File: config.mk
export PLATFORM = sky130hd
export DESIGN_NAME = gf4_sq_refresh_stage
export DESIGN_NICKNAME = d
export VERILOG_FILES = /design/src/rtl/gf4_share_pkg.sv /design/src/rtl/gf4_share_fifo.sv /design/src/rtl/gf4_sq_refresh_stage.sv
export SDC_FILE = /design/constraint.sdc
export NUM_CORES = 1
export LEC_CHECK = 0
export ABC_AREA = 0
export ABC_CLOCK_PERIOD_IN_PS = 2700
export CORE_UTILIZATION = 46
export DETAILED_ROUTE_END_ITERATION = 12
export GPL_ROUTABILITY_DRIVEN = 0
export PLACE_DENSITY_LB_ADDON = 0.05
export SYNTH_ARGS = -nofsm -noshare
export SYNTH_HDL_FRONTEND = slang
export SYNTH_SLANG_ARGS = --single-unit
File: constraint.sdc
create_clock -name clk -period 2.7 [get_ports clk]
set_clock_uncertainty 0.15 [all_clocks]
set_input_delay 0.54 -clock clk [delete_from_list [all_inputs] [get_ports clk]]
set_output_delay 0.54 -clock clk [all_outputs]
set_load 0.02 [all_outputs]
File: src/rtl/gf4_share_pkg.sv
// Shared constants and helpers for the masked GF(2^2) square-and-refresh stage.
// Field elements use the polynomial basis of x^2+x+1.
package gf4_share_pkg;

    localparam int unsigned SHARE_W  = 2;
    localparam int unsigned N_SHARES = 3;
    localparam int unsigned RND_W    = 4;

    // Mask selectors: bit 0 selects r[1:0], bit 1 selects r[3:2].
    localparam logic [1:0] MASK_SEL_S1 = 2'b01;
    localparam logic [1:0] MASK_SEL_S2 = 2'b10;
    localparam logic [1:0] MASK_SEL_S3 = 2'b11;

    // Squaring is linear in characteristic 2: (a1*x + a0)^2 = a1*x + (a1 ^ a0).
    function automatic logic [SHARE_W-1:0] gf4_sq(input logic [SHARE_W-1:0] a);
        return {a[1], a[1] ^ a[0]};
    endfunction

    function automatic logic [SHARE_W-1:0] share_mask(input logic [1:0]       sel,
                                                      input logic [RND_W-1:0] rnd);
        logic [SHARE_W-1:0] m;
        m = '0;
        if (sel[0]) m = m ^ rnd[1:0];
        if (sel[1]) m = m ^ rnd[3:2];
        return m;
    endfunction

endpackage

File: src/rtl/gf4_share_fifo.sv
// Storage for a single share: DEPTH entries, one write port and one read port.
// Pointers come from the shared control in the top level.
module gf4_share_fifo
    import gf4_share_pkg::*;
#(
    parameter  int unsigned DEPTH = 2,
    localparam int unsigned PTR_W = $clog2(DEPTH)
) (
    input  logic               clk,
    input  logic               rst_n,
    input  logic               we,
    input  logic [PTR_W-1:0]   wr_ptr,
    input  logic [SHARE_W-1:0] wdata,
    input  logic [PTR_W-1:0]   rd_ptr,
    output logic [SHARE_W-1:0] rdata
);

    logic [SHARE_W-1:0] mem [DEPTH];

    always_ff @(posedge clk) begin
        if (!rst_n) begin
            for (int i = 0; i < int'(DEPTH); i++) mem[i] <= '0;
        end else if (we) begin
            mem[wr_ptr] <= wdata;
        end
    end

    assign rdata = mem[rd_ptr];

endmodule

File: src/rtl/gf4_sq_refresh_stage.sv
// Share-wise GF(2^2) squaring with fresh re-masking, buffered in a small FIFO.
// The three shares never meet except through the mask XORs on the write side.
module gf4_sq_refresh_stage
    import gf4_share_pkg::*;
#(
    parameter int unsigned DEPTH = 2,
    parameter int unsigned CNT_W = 16
) (
    input  logic               clk,
    input  logic               rst_n,
    input  logic               flush,
    input  logic               in_valid,
    output logic               in_ready,
    input  logic [SHARE_W-1:0] in_s1,
    input  logic [SHARE_W-1:0] in_s2,
    input  logic [SHARE_W-1:0] in_s3,
    input  logic [RND_W-1:0]   r,
    output logic               out_valid,
    input  logic               out_ready,
    output logic [SHARE_W-1:0] out_s1,
    output logic [SHARE_W-1:0] out_s2,
    output logic [SHARE_W-1:0] out_s3,
    output logic [CNT_W-1:0]   xfer_cnt
);

    localparam int unsigned PTR_W = $clog2(DEPTH);
    localparam int unsigned OCC_W = $clog2(DEPTH + 1);

    logic [PTR_W-1:0]   wr_ptr;
    logic [PTR_W-1:0]   rd_ptr;
    logic [OCC_W-1:0]   count;
    logic               push;
    logic               pop;
    logic [SHARE_W-1:0] w1, w2, w3;
    logic [SHARE_W-1:0] rd1, rd2, rd3;

    // Ready ignores out_ready on purpose: a full FIFO never accepts, even while popping.
    assign in_ready  = (count < OCC_W'(DEPTH)) & ~flush & rst_n;
    assign out_valid = (count != '0) & rst_n;
    assign push      = in_valid & in_ready;
    assign pop       = out_valid & out_ready;

    assign w1 = gf4_sq(in_s1) ^ share_mask(MASK_SEL_S1, r);
    assign w2 = gf4_sq(in_s2) ^ share_mask(MASK_SEL_S2, r);
    assign w3 = gf4_sq(in_s3) ^ share_mask(MASK_SEL_S3, r);

    always_ff @(posedge clk) begin
        if (!rst_n) begin
            wr_ptr   <= '0;
            rd_ptr   <= '0;
            count    <= '0;
            xfer_cnt <= '0;
        end else if (flush) begin
            wr_ptr <= '0;
            rd_ptr <= '0;
            count  <= '0;
        end else begin
            if (push) wr_ptr <= wr_ptr + PTR_W'(1);
            if (pop)  rd_ptr <= rd_ptr + PTR_W'(1);
            case ({push, pop})
                2'b10:   count <= count + OCC_W'(1);
                2'b01:   count <= count - OCC_W'(1);
                default: count <= count;
            endcase
            if (push && (xfer_cnt != '1)) xfer_cnt <= xfer_cnt + CNT_W'(1);
        end
    end

    gf4_share_fifo #(.DEPTH(DEPTH)) u_fifo_s1 (
        .clk(clk), .rst_n(rst_n), .we(push), .wr_ptr(wr_ptr), .wdata(w1),
        .rd_ptr(rd_ptr), .rdata(rd1)
    );

    gf4_share_fifo #(.DEPTH(DEPTH)) u_fifo_s2 (
        .clk(clk), .rst_n(rst_n), .we(push), .wr_ptr(wr_ptr), .wdata(w2),
        .rd_ptr(rd_ptr), .rdata(rd2)
    );

    gf4_share_fifo #(.DEPTH(DEPTH)) u_fifo_s3 (
        .clk(clk), .rst_n(rst_n), .we(push), .wr_ptr(wr_ptr), .wdata(w3),
        .rd_ptr(rd_ptr), .rdata(rd3)
    );

    // Idle outputs are forced to zero so stale storage is never exposed.
    assign out_s1 = out_valid ? rd1 : '0;
    assign out_s2 = out_valid ? rd2 : '0;
    assign out_s3 = out_valid ? rd3 : '0;

endmodule

==> flow_metrics.tcl, run 1 <==
set metrics [dict create \
    outcome "completed" \
    synth_top_cell_by_area "dfxtp_1" \
    min_to "wr_ptr$_SDFFE_PP0P_" \
    powerDensity_nw_per_um2 451.0 \
    async_flop_share_pct 0 \
    area_delta_synth_final_pct 31.45 \
    drive_gt1_share_pct 9.174 \
    setup_viol 0 \
    cts-root-buf "clkbuf_8" \
    final_cell_mix "clkdlybuf4s50_1 (35), nor2_1 (25), dfxtp_1 (21)" \
    required_ns 2.01 \
    clock_path_buffers 2 \
    hold_violations 0 \
    min_path_cells 2 \
    critPathLaunchType "input port" \
    hold_start "wr_ptr$_SDFFE_PP0P_" \
    tightest_slew_ns 0.3749 \
    synthTopCellsByArea "dfxtp_1 (25%), edfxtp_1 (21%), mux2i_1 (8.2%)" \
    hpwl_um 2656 \
    ys_ff_latch 33 \
    cts_tree "done" \
    synth_fp_nets 190 \
    diodes 0 \
    worstHoldPathType "reg2reg" \
    drc 0 \
    yosysSeqAreaShare_pct 45.85 \
    critical_path_class "in2out" \
    track_usage_pct 19.94 \
    dieWidth_um 62.85 \
    ctsHtreeMaxLevel 2 \
    grt_antenna_before_repair 0 \
    r2r_cells 6 \
    crit_path_frequent_cell "clkdlybuf4s50_1" \
    drv_cap 0 \
    drtIter0Drc 64 \
    final_common_cell "clkdlybuf4s50_1" \
    grt-ovfl-total 0 \
    path_buf_inv 3 \
    clock.fmax_mhz 380.8 \
    ir_drop_mv 0.2933 \
    viasPerCell 5.337 \
    relSlewSlack_pct 74.97 \
    slowest_stage "clkdlybuf4s50_1" \
    arrival_ns 1.94 \
    numCtsBuffers 5 \
    post-route-period-util_pct 97.25 \
    crit_family "buffers and inverters" \
    endpoint_kind "primary output" \
    syn_area_per_cell_um2 9.843 \
    clkLatencyLatePin_ns 0.28 \
    grt_pass1_vias 1376 \
    die_h_um 62.85 \
    synth.distinct_cells 40 \
    firstDrtPassIters 4 \
    finalPower_mw 1.010 \
    fin_crit_ns 2.626 \
    slew_violations 0 \
    post-cts-setup-buffers 0 \
    worstPathCellList "clkdlybuf4s50_1, buf_4, nand2b_1, nor2_1, clkdlybuf4s50_1" \
    cts.sinks 33 \
    r2r-end "count[1]$_SDFFE_PP0P_" \
    syn_inst 173 \
    clkTransAtPathRegs_ns 0.06 \
    core-area_um2 3442 \
    dieArea_um2 3949 \
    slowest_delay_ns 0.61 \
    rsz0062_at_grt "false" \
    r2r_slack_ns 0.66 \
    antenna_left 0 \
    cp_max_fo 5 \
    synth_edf_count 12 \
    io_buffers 38 \
    whs_ns 0.3293 \
    grt_start_max_net_pins 19 \
    io_pins 39 \
    postRouteWirelength_um 3560 \
    route.vias.total 1409 \
    syn-cell-area_um2 1703 \
    num_rows 21 \
    synthFlopType "dfxtp_1" \
    leakagePower_nw 0.8333 \
    initial_core_util_pct 49.47 \
    synth_warnings 0 \
    avgRoutedWirePerCell_um 13.48 \
    r2r-start "count[0]$_SDFFE_PP0P_" \
    grt_pass1_wl_um 6085 \
    synth_top_area_share_pct 24.69 \
    holdBufCountCts 0 \
    nNetsFinal 234 \
]
## worst max-delay path by stage
stage	start	endpoint	slack (ns)	cells after the start
floorplan	rst_n	count[1]$_SDFFE_PP0P_	0.55	6
global placement	rst_n	out_s2[1]	0.02	4
detailed placement	rst_n	out_s3[0]	-0.02	4
CTS	rst_n	out_s3[1]	0.005	4
global route	rst_n	in_ready	0.0005	5
finish	rst_n	in_ready	0.07	5
## cell usage after synthesis (all sizes together), types with 3 or more instances
| cell | count |
|---|---|
| nand2b | 6 |
| dfxtp | 21 |
| clkbuf | 5 |
| a21oi | 6 |
| nor4 | 4 |
| edfxtp | 12 |
| o21ai | 4 |
| inv | 5 |
| or3 | 3 |
| xor2 | 4 |
| xnor2 | 10 |
| nor2 | 26 |
| nand2 | 20 |
| mux2i | 14 |
| nand4 | 6 |
| nand3 | 4 |
## state kept, by name, summed over array words and instances (netlist names), named ones only
register,cells
rd_ptr,1
u_fifo_s3.mem,4
wr_ptr,1
count,2
u_fifo_s1.mem,4
xfer_cnt,16
u_fifo_s2.mem,4
## tightest hold or removal path, delay by kind of cell (launching register included)
kind / cells / cell delay, ns
DFF: 1 / 0.32
AOI/OAI and AO/OA: 1 / 0.05
and+or+nand+nor: 1 / 0.06
## power breakdown
group	switching (mW)	internal, mW
registers	0.00670	0.527
logic	0.0474	0.0502
clock network	0.177	0.202
## metal layers
layer | share of wire [%] | vias up | GRT usage, % | routed length [um]
met3 | 4.0 | 7 | 6.569 | 142
met4 | 1.7 | 0 | 8.140 | 59
li1 | - | 709 | - | -
met5 | 0 | - | 0 | 0
met2 | 47 | 27 | 32.20 | 1680
met1 | 47 | 666 | 24.28 | 1677
## timing repair
| action | in CTS | in global routing |
|---|---|---|
| endpoints found under the setup margin | 3 | 4 |
| endpoints found under the hold margin | 0 | 0 |
| gates resized for setup | 3 | 1 |
| cloned | 0 | 0 |
## layout make-up
type,instances,area [um2]
clock buffers,6,82.58
well taps,46,57.56
inverters,5,18.77
flip-flops and latches,33,780.7
clock inverters,2,8.758
repair buffers,43,414.1
fillers,281,1204
multi-input cells,129,875.8
## cells by family (layout without fill, tap and decap cells)
logic type,Yosys count,after routing,share of synthesized area [%]
AOI/OAI and AO/OA,22,22,8.890
xor gates and xnor gates,14,14,7.200
adders and majority gates,2,2,1.469
buffers and inverters,11,56,2.939
DFF,33,33,45.85
muxes,14,14,8.229
and+or+nand+nor,77,77,25.42
## per-stage QoR
step | area [um2] | utilization (%) | setup WS, ns | setup TNS [ns] | instances
global route | 2238 | 65.03 | 0.0005356 | 0 | 264
CTS | 2235 | 64.92 | 0.004907 | 0 | 264
finish | 2238 | 65.03 | 0.07428 | 0 | 264
floorplan | 1703 | - | 0.5508 | 0 | 173
detailed placement | 2147 | 62.38 | -0.02134 | -0.04046 | 256
global placement | 2147 | 62.38 | 0.01617 | 0 | 256
No activity file was read; power rests on OpenSTA's default activity.
==> run 2, diff against run 1 <==
--- a/config.mk
+++ b/config.mk
@@ -6,7 +6,6 @@
 export NUM_CORES = 1
 export LEC_CHECK = 0
 export ABC_AREA = 0
-export ABC_CLOCK_PERIOD_IN_PS = 2700
 export CORE_UTILIZATION = 46
 export DETAILED_ROUTE_END_ITERATION = 12
 export GPL_ROUTABILITY_DRIVEN = 0
==> results of run 2 <==
Final layout, timing and power as in run 1 (identical DEF).
